`src/rtl/calc_cmd_ctrl_pkg.sv`:
```
// Shared types and constants for the calculator command controller.
// Holds the FSM states, ALU op codes and the ASCII bytes of the frame.
package calc_cmd_ctrl_pkg;

  typedef enum logic [3:0] {
    IDLE,
    SP1,
    MODE,
    SP2,
    OPA,
    OPR,
    OPB,
    EQ,
    EXEC,
    WAIT,
    TX_RES,
    TX_ERR
  } state_t;

  localparam logic [1:0] OP_ADD = 2'b00;
  localparam logic [1:0] OP_SUB = 2'b01;
  localparam logic [1:0] OP_MUL = 2'b10;

  localparam logic [7:0] CH_I     = 8'h49;
  localparam logic [7:0] CH_SP    = 8'h20;
  localparam logic [7:0] CH_S     = 8'h53;
  localparam logic [7:0] CH_LS    = 8'h73;
  localparam logic [7:0] CH_U     = 8'h55;
  localparam logic [7:0] CH_LU    = 8'h75;
  localparam logic [7:0] CH_PLUS  = 8'h2B;
  localparam logic [7:0] CH_MINUS = 8'h2D;
  localparam logic [7:0] CH_STAR  = 8'h2A;
  localparam logic [7:0] CH_EQ    = 8'h3D;
  localparam logic [7:0] CH_E     = 8'h45;
  localparam logic [7:0] CH_CR    = 8'h0D;
  localparam logic [7:0] CH_LF    = 8'h0A;

endpackage

```
`src/rtl/calc_hex_codec.sv`:
```
// ASCII hex digit to nibble decoder with valid flag, and
// nibble to uppercase ASCII hex encoder.
module calc_hex_codec (
  input  logic [7:0] asc_in,
  output logic [3:0] nib_out,
  output logic       nib_ok,
  input  logic [3:0] nib_in,
  output logic [7:0] asc_out
);

  always_comb begin
    nib_out = 4'h0;
    nib_ok  = 1'b0;
    unique case (1'b1)
      (asc_in >= 8'h30 && asc_in <= 8'h39): begin
        nib_out = asc_in[3:0];
        nib_ok  = 1'b1;
      end
      (asc_in >= 8'h41 && asc_in <= 8'h46),
      (asc_in >= 8'h61 && asc_in <= 8'h66): begin
        nib_out = asc_in[3:0] + 4'd9;
        nib_ok  = 1'b1;
      end
      default: ;
    endcase
  end

  assign asc_out = (nib_in < 4'd10)
                 ? {4'h3, nib_in}
                 : 8'h37 + {4'h0, nib_in};

endmodule

```
`src/rtl/calc_cmd_ctrl.sv`:
```
// UART command parser: decodes "I <mode> A op B=" frames, drives the
// ALU and returns the result as hex text, or "E" on a bad frame.
module calc_cmd_ctrl
  import calc_cmd_ctrl_pkg::*;
#(
  parameter int OPW = 16
) (
  input  logic             clk,
  input  logic             rst,
  input  logic [7:0]       rx_data,
  input  logic             rx_valid,
  output logic [7:0]       tx_data,
  output logic             tx_valid,
  input  logic             tx_ready,
  output logic [OPW-1:0]   alu_a,
  output logic [OPW-1:0]   alu_b,
  output logic [1:0]       alu_op,
  output logic             alu_signed,
  output logic             alu_start,
  input  logic             alu_done,
  input  logic [2*OPW-1:0] alu_result,
  output logic             busy
);

  localparam int ND  = OPW / 4;
  localparam int NCH = 2 * OPW / 4;
  localparam int CW  = $clog2(NCH + 3);

  state_t           state;
  logic [CW-1:0]    cnt;
  logic [OPW-1:0]   a_sh;
  logic [OPW-1:0]   b_sh;
  logic [1:0]       op_sh;
  logic             sgn_sh;
  logic [2*OPW-1:0] res;

  logic [3:0] nib;
  logic       nib_ok;
  logic [3:0] enc_nib;
  logic [7:0] enc_ch;
  logic       hit;
  logic       tx_acc;
  logic       last_dig;

  calc_hex_codec u_codec (
    .asc_in  (rx_data),
    .nib_out (nib),
    .nib_ok  (nib_ok),
    .nib_in  (enc_nib),
    .asc_out (enc_ch)
  );

  // First result digit comes straight from the ALU bus on capture.
  assign enc_nib  = (state == WAIT) ? alu_result[2*OPW-1 -: 4]
                                    : res[2*OPW-1 -: 4];
  assign tx_acc   = tx_valid && tx_ready;
  assign last_dig = (cnt == CW'(ND - 1));
  assign busy     = (state != IDLE);

  always_comb begin
    hit = 1'b0;
    unique case (state)
      SP1, SP2: hit = (rx_data == CH_SP);
      MODE:     hit = (rx_data == CH_S) || (rx_data == CH_LS) ||
                      (rx_data == CH_U) || (rx_data == CH_LU);
      OPA, OPB: hit = nib_ok;
      OPR:      hit = (rx_data == CH_PLUS) || (rx_data == CH_MINUS) ||
                      (rx_data == CH_STAR);
      EQ:       hit = (rx_data == CH_EQ);
      default:  hit = 1'b0;
    endcase
  end

  always_ff @(posedge clk or posedge rst) begin
    if (rst) begin
      state      <= IDLE;
      cnt        <= '0;
      a_sh       <= '0;
      b_sh       <= '0;
      op_sh      <= OP_ADD;
      sgn_sh     <= 1'b0;
      res        <= '0;
      tx_data    <= 8'h00;
      tx_valid   <= 1'b0;
      alu_a      <= '0;
      alu_b      <= '0;
      alu_op     <= OP_ADD;
      alu_signed <= 1'b0;
      alu_start  <= 1'b0;
    end else begin
      alu_start <= 1'b0;
      unique case (state)
        IDLE: begin
          if (rx_valid && rx_data == CH_I) begin
            state <= SP1;
            cnt   <= '0;
          end
        end
        SP1, MODE, SP2, OPA, OPR, OPB, EQ: begin
          if (rx_valid) begin
            if (rx_data == CH_I) begin
              state <= SP1;
              cnt   <= '0;
            end else if (!hit) begin
              state    <= TX_ERR;
              cnt      <= '0;
              tx_data  <= CH_E;
              tx_valid <= 1'b1;
            end else begin
              unique case (state)
                SP1: state <= MODE;
                MODE: begin
                  sgn_sh <= (rx_data == CH_S) || (rx_data == CH_LS);
                  state  <= SP2;
                end
                SP2: begin
                  state <= OPA;
                  cnt   <= '0;
                end
                OPA: begin
                  a_sh <= {a_sh[OPW-5:0], nib};
                  cnt  <= last_dig ? '0 : cnt + CW'(1);
                  if (last_dig) state <= OPR;
                end
                OPR: begin
                  op_sh <= (rx_data == CH_PLUS)  ? OP_ADD :
                           (rx_data == CH_MINUS) ? OP_SUB : OP_MUL;
                  state <= OPB;
                end
                OPB: begin
                  b_sh <= {b_sh[OPW-5:0], nib};
                  cnt  <= last_dig ? '0 : cnt + CW'(1);
                  if (last_dig) state <= EQ;
                end
                default: begin
                  alu_a      <= a_sh;
                  alu_b      <= b_sh;
                  alu_op     <= op_sh;
                  alu_signed <= sgn_sh;
                  alu_start  <= 1'b1;
                  state      <= EXEC;
                end
              endcase
            end
          end
        end
        EXEC: state <= WAIT;
        WAIT: begin
          if (alu_done) begin
            res      <= alu_result << 4;
            tx_data  <= enc_ch;
            tx_valid <= 1'b1;
            cnt      <= '0;
            state    <= TX_RES;
          end
        end
        TX_RES: begin
          if (tx_acc) begin
            cnt <= cnt + CW'(1);
            if (cnt < CW'(NCH - 1)) begin
              tx_data <= enc_ch;
              res     <= res << 4;
            end else if (cnt == CW'(NCH - 1)) begin
              tx_data <= CH_CR;
            end else if (cnt == CW'(NCH)) begin
              tx_data <= CH_LF;
            end else begin
              tx_valid <= 1'b0;
              cnt      <= '0;
              state    <= IDLE;
            end
          end
        end
        TX_ERR: begin
          if (tx_acc) begin
            cnt <= cnt + CW'(1);
            if (cnt == CW'(0)) begin
              tx_data <= CH_CR;
            end else if (cnt == CW'(1)) begin
              tx_data <= CH_LF;
            end else begin
              tx_valid <= 1'b0;
              cnt      <= '0;
              state    <= IDLE;
            end
          end
        end
        default: state <= IDLE;
      endcase
    end
  end

endmodule

```
`config.mk`:
```
export PLATFORM = sky130hd
export DESIGN_NAME = calc_cmd_ctrl
export DESIGN_NICKNAME = d
export VERILOG_FILES = /design/src/rtl/calc_cmd_ctrl_pkg.sv /design/src/rtl/calc_hex_codec.sv /design/src/rtl/calc_cmd_ctrl.sv
export SDC_FILE = /design/constraint.sdc
export NUM_CORES = 1
export LEC_CHECK = 0
export CORE_AREA = 2 2 108 110
export DETAILED_ROUTE_END_ITERATION = 16
export DIE_AREA = 0 0 110 112
export GPL_TIMING_DRIVEN = 0
export PLACE_DENSITY_LB_ADDON = 0.25
export SLEW_MARGIN = 10
export SYNTH_ARGS = -nofsm -noshare
export SYNTH_HDL_FRONTEND = slang
export SYNTH_HIERARCHICAL = 1
export SYNTH_SLANG_ARGS = --single-unit
```
`constraint.sdc`:
```
create_clock -name clk -period 3.9 [get_ports clk]
set_input_delay 0.585 -clock clk [delete_from_list [all_inputs] [get_ports clk]]
set_output_delay 0.585 -clock clk [all_outputs]
set_load 0.05 [all_outputs]
```
==> results of run 1 <==
## stage by stage
stage,std cells,area [µm²],utilization,setup TNS [ps],hold slack (ps)
after global placement,767,7003,0.6267,-174430,460.4
after CTS,800,7639,0.6836,0,485.2
after global routing,802,7667,0.6861,0,525.3
after detailed placement,768,7036,0.6296,-25820,472.5
final,802,7667,0.6861,0,502.1
after floorplan,535,5933,-,0,443.5
## state kept, by name (all words and copies together) (netlist names)
signal	flops
b_sh	16
alu_a	16
state	4
tx_data	8
op_sh	2
tx_valid	1
a_sh	16
alu_signed	1
cnt	4
alu_op	2
res	28
alu_start	1
sgn_sh	1
alu_b	16
## synthesized netlist by cell type (3+ instances only)
library cell and number:
nor3b_1 4, a31oi_1 26, nand2_1 67, mux2_4 29
and3_1 3, o21ai_1 3, buf_2 9, mux2_2 36
inv_1 21, and2_1 3, o2111a_1 3, nand3_1 6
nand2b_1 4, buf_4 3, a22o_1 4, dfrtp_1 116
clkbuf_1 14, a21o_1 3, nor2_1 46, buf_12 4
nor3_1 7, mux2i_1 7, nor2b_1 6, nor4b_1 3
o21ai_0 14, ha_1 7, a21oi_1 14, nand4_1 3
mux2_1 10
## critical path, cell delays in order
cell and delay, ps:
dlygate4sd2_1 430, inv_1 150, ha_1 260, nor3b_1 180
or3b_4 410, nand2_1 70, or4bb_1 540, o41a_1 210
a21oi_4 270, and4_1 240, buf_4 180, buf_6 170
mux2_1 340
## repair_timing
item | in CTS | in global routing
buffers inserted | 0 | 2
pin swaps | 0 | 1
hold buffers | 0 | 0
setup endpoints to repair | 39 | 42
gates resized for setup | 3 | 4
## cell type report
class	instances	area, µm²	area share
Clock inverter	15	181.4	0.02366
Inverter	21	83.83	0.01093
Timing Repair Buffer	92	937.1	0.1222
Sequential cell	116	2903	0.3786
Clock buffer	17	425.4	0.05548
Tap cell	143	178.9	0.02334
Multi-Input combinational cell	367	2746	0.3582
Buffer	31	211.5	0.02758
## cells by family after synthesis
family | share of synthesized area
AOI/OAI and AO/OA | 0.1170
xor gates and xnor gates | 0.002953
muxes | 0.1725
adders and majority gates | 0.01476
and+or+nand+nor | 0.1539
DFF | 0.4892
buffers and inverters | 0.04892
other | 0.0006320
## where the power goes
group          internal [mW]  switching (mW)
sequential              1.43           0.129
combinational          0.737            1.19
clock                  0.972           0.645
total                   3.14            1.96
## worst max path at each step
stage / slack (ps) / from / to / depth (start not counted)
after CTS: 50 / rx_data[4] / b_sh[2] / 11
after global routing: 20 / rx_data[0] / b_sh[1] / 13
after global placement: -1320 / rst / alu_a[14] / 2
after detailed placement: -470 / rx_data[0] / b_sh[1] / 13
final: 160 / rx_data[0] / b_sh[2] / 13
after floorplan: 240 / rst / a_sh[0] / 1
## per-layer routing
metal | share of wire | wire length (µm) | up-vias | global-route usage
met5 | 0 | 0 | - | 0
met4 | 0.021 | 299 | 0 | 0.08608
met3 | 0.047 | 662 | 26 | 0.05445
met2 | 0.51 | 7067 | 147 | 0.4053
met1 | 0.43 | 5946 | 2233 | 0.2982
li1 | - | - | 2158 | -
==> results.sh, run 1 <==
export IMPL_cts_buffer_depth=2
export IMPL_area_delta_synth_final_pct=29.23
export IMPL_r2r_setup_slack_ps=800
export IMPL_row_count=39
export IMPL_hold_class="reg -> reg"
export IMPL_setup_slack_ps=156.4
export IMPL_ant_nets=0
export IMPL_drc=0
export IMPL_initial_utilization=0.5310
export IMPL_htreeDepth=4
export IMPL_relSlewSlack=0.4200
export IMPL_maxCapViolations=0
export IMPL_clock_sinks=116
export IMPL_r2r_end="tx_data[6]"
export IMPL_finalWirelength_um=13980
export IMPL_layout_drive_gt1_share=0.2033
export IMPL_place_gp_congestion=0.8840
export IMPL_crit_arrival_ps=4030
export IMPL_hpwl_um=9640
export IMPL_crit_required_ps=4180
export IMPL_r2r_start="state[3]"
export IMPL_clock_skew_ps=10.84
export IMPL_antenna_found_initial=0
export IMPL_num_nets_final=698
export IMPL_post_route_period_util=0.9599
export IMPL_tritoncts_num_buffers=17
export IMPL_min_period_ps=3744
export IMPL_min_from="a_sh[14]"
export IMPL_fill_cells=874
export IMPL_synth_warnings=6
export IMPL_synthArstFlopShare=1.000
export IMPL_drt_initial_drc_count=353
export IMPL_cp_end_kind="flip-flop"
export IMPL_grt_pass1_vias=4583
export IMPL_worst_pin_slew_ps=863.4
export IMPL_die_h_um=112
export IMPL_netlist_top_cells_area="dfrtp_1 49%, mux2_4 7.3%, mux2_2 6.8%"
export IMPL_synth_top_cell_by_area="dfrtp_1"
export IMPL_viasPerCell=5.691
export IMPL_dr_pass1_iters=5
export IMPL_finalMaxSlewViolations=0
export IMPL_synth_fp_nets=587
export IMPL_diodes=0
export IMPL_pwr_density_cell_nw_per_um2=664.8
export IMPL_port_buffers=89
export IMPL_hold_viol_final=0
export IMPL_holdPathStages=1
export IMPL_place_ws_ps=-467.3
export IMPL_seq_area_frac_synth=0.4892
export IMPL_wl_per_cell_um=17.43
export IMPL_cp_start_kind="input pin"
export IMPL_grt_pass1_wl_um=22830
export IMPL_core_area_um2=11170
export IMPL_hold_path_end="alu_a[14]"
export IMPL_die_width_um=110
export IMPL_ys_ff_latch=116
export IMPL_rsz0062_at_grt="no"
export IMPL_grt_max_degree=70
export IMPL_setup_viol=0
export IMPL_grtUsageTotal=0.2398
export IMPL_report_power_total_mw=5.097
export IMPL_outcome="completed"
export IMPL_clkSlewWorstSetupHoldPaths_ps=60
export IMPL_clock_latency_ps=410
export IMPL_synth_top_cell_area_share=0.4892
export IMPL_dieArea_um2=12320
export IMPL_synthDistinctLibCells=73
export IMPL_p_leak_nw=3.520
export IMPL_max_freq_mhz=267.1
export IMPL_cts_root_buffer="clkbuf_16"
export IMPL_crit_type="in -> reg"
export IMPL_synth_cells=535
export IMPL_vdd_drop_max_mv=0.4654
export IMPL_worst_path_max_fanout=11
export IMPL_r2r_cells=9
export IMPL_final_cell_mix="116 x dfrtp_1, 83 x clkdlybuf4s50_1, 67 x nand2_1"
export IMPL_cts_tree="built"
export IMPL_synth_edff_count=0
export IMPL_grt_overflow=0
export IMPL_synth_flop_cell="dfrtp_1"
export IMPL_vias=4564
export IMPL_ioPinCount=91
export IMPL_avgSynthCellArea_um2=11.09
export IMPL_layout_commonest_cell="dfrtp_1"
export IMPL_syn_area_um2=5933
Power figures use the tool's default switching activity.
==> run 2, diff against run 1 <==
--- a/config.mk
+++ b/config.mk
@@ -10,6 +10,7 @@
 export DIE_AREA = 0 0 110 112
 export GPL_TIMING_DRIVEN = 0
 export PLACE_DENSITY_LB_ADDON = 0.25
+export SKIP_CTS_REPAIR_TIMING = 1
 export SLEW_MARGIN = 10
 export SYNTH_ARGS = -nofsm -noshare
 export SYNTH_HDL_FRONTEND = slang
==> run 2 against run 1 <==
Effect of this change:
- wire length increased by 0.29%
- die area did not move
- hold slack hardly changed
- clock power is essentially flat
==> results.sh, run 2 (synthesis gave the netlist of run 1 again) <==
export IMPL_outcome="completed"
export IMPL_dr_pass1_iters=5
export IMPL_top_register="res"
export IMPL_cts_tree="built"
export IMPL_final_util=0.6872
export IMPL_ioPinCount=91
export IMPL_min_period_ps=3639
export IMPL_antenna_found_initial=0
export IMPL_clock_latency_ps=420
export IMPL_final_cell_mix="116 x dfrtp_1, 83 x clkdlybuf4s50_1, 67 x nand2_1"
export IMPL_row_count=39
export IMPL_core_area_um2=11170
export IMPL_rsz0062_at_grt="no"
export IMPL_die_width_um=110
export IMPL_port_buffers=89
export IMPL_wl_per_cell_um=17.48
export IMPL_critPathTopFamily="simple AND/OR/NAND/NOR gates"
export IMPL_placed_cell_area_um2=7036
export IMPL_num_nets_final=698
export IMPL_largest_reg_flops=28
export IMPL_worst_path_max_fanout=11
export IMPL_grt_max_degree=70
export IMPL_finalWirelength_um=14020
export IMPL_crit_type="in -> reg"
export IMPL_vias=4591
export IMPL_crit_cells=13
export IMPL_hpwl_um=9640
export IMPL_holdPathStages=1
export IMPL_layout_drive_gt1_share=0.2033
export IMPL_worst_pin_slew_ps=855.4
export IMPL_cp_start_kind="input pin"
export IMPL_worstSetupStartpoint="rx_data[0]"
export IMPL_vdd_drop_max_mv=0.4651
export IMPL_tritoncts_num_buffers=17
export IMPL_die_h_um=112
export IMPL_grt_pass1_vias=4587
export IMPL_layout_commonest_cell="dfrtp_1"
export IMPL_min_from="a_sh[14]"
export IMPL_clock_skew_ps=9.455
export IMPL_grt_overflow=0
export IMPL_relSlewSlack=0.4253
export IMPL_drt_initial_drc_count=362
export IMPL_ant_nets=0
export IMPL_diodes=0
export IMPL_htreeDepth=4
export IMPL_final_area_um2=7679
export IMPL_dieArea_um2=12320
export IMPL_hold_class="reg -> reg"
export IMPL_setup_viol=0
export IMPL_p_leak_nw=3.543
export IMPL_post_route_period_util=0.9331
export IMPL_initial_utilization=0.5310
export IMPL_grtUsageTotal=0.2400
export IMPL_viasPerCell=5.724
export IMPL_path_buf_inv=4
export IMPL_critical_path_max_stage_delay_ps=540
export IMPL_maxCapViolations=0
export IMPL_cts_root_buffer="clkbuf_16"
export IMPL_pwr_density_cell_nw_per_um2=664.4
export IMPL_max_freq_mhz=274.8
export IMPL_grt_pass1_wl_um=22840
export IMPL_hold_ws_ps=502.1
export IMPL_place_gp_congestion=0.8840
export IMPL_hold_viol_final=0
export IMPL_clkSlewWorstSetupHoldPaths_ps=60
export IMPL_crit_required_ps=4190
export IMPL_crit_chain="dlymetal6s2s_1 -> inv_1 -> ha_1 -> nor3b_1 -> or3b_4 -> nand2_1 -> or4bb_1 -> o41a_1 -> a21oi_4 -> and4_1 -> buf_4 -> buf_6 -> mux2_1"
export IMPL_finalMaxSlewViolations=0
export IMPL_crit_arrival_ps=3930
export IMPL_r2r_cells=9
export IMPL_area_delta_synth_final_pct=29.42
export IMPL_cp_end_kind="flip-flop"
export IMPL_slowest_stage="or4bb_1"
export IMPL_cts_buffer_depth=2
export IMPL_r2r_start="state[3]"
export IMPL_drc=0
export IMPL_clock_sinks=116
[run 2: cell count changes in the layout (fill, tap and decap cells not counted), sizes merged]
cell	delta
dlymetal6s2s	+3
dlygate4sd2	-3
[run 2: layer usage]
layer  vias to the layer above  wire (µm)  global-route usage
met5                         -          0                   0
met4                         0        299             0.08608
met2                       150       7087              0.4057
li1                       2156          -                   -
met1                      2258       5911              0.2982
met3                        27        717             0.05445
[run 2: stage by stage]
stage / setup slack [ps] / TNS, ps / total power [mW] / cells
2_1_floorplan: 242.6 / 0 / 2.971 / 535
3_3_place_gp: -1323 / -174430 / 3.404 / 767
3_5_place_dp: -467.3 / -25820 / 3.471 / 768
4_1_cts: -96.02 / -2060 / 5.112 / 800
5_1_grt: 130.5 / 0 / 5.409 / 802
6_report: 260.8 / 0 / 5.102 / 802
[run 2: cell type report]
cell class                 instances  area [µm²]
timing repair buffer              92       948.4
clock buffer                      17       425.4
buffer                            31       211.5
inverter                          21       83.83
multi-input combinational        367        2746
clock inverter                    15       181.4
sequential                       116        2903
tap                              143       178.9
fill                             871        3496
[run 2: path summary, 6_finish.rpt]
kind	to	slack, ps
max reg2reg	tx_data[6]	830
min in group asynchronous	tx_data[3]	570
max	b_sh[2]	260
min reg2reg	alu_a[14]	500
max in group asynchronous	alu_a[1]	2650
min	alu_a[14]	500
[run 2: power by group]
group	internal [mW]	switching [mW]	total, mW
registers	1.43	0.130	1.56
logic	0.738	1.19	1.93
clock network	0.971	0.647	1.62
total	3.14	1.97	5.10
[run 2: worst reg2reg max path: stages (launching register included)]
cell	delay, ps
dfrtp_1	430
buf_2	240
nor2b_1	420
and2_1	190
clkbuf_1	270
mux2_2	420
o21ai_1	320
a21oi_1	120
a211o_1	280
mux2_2	260
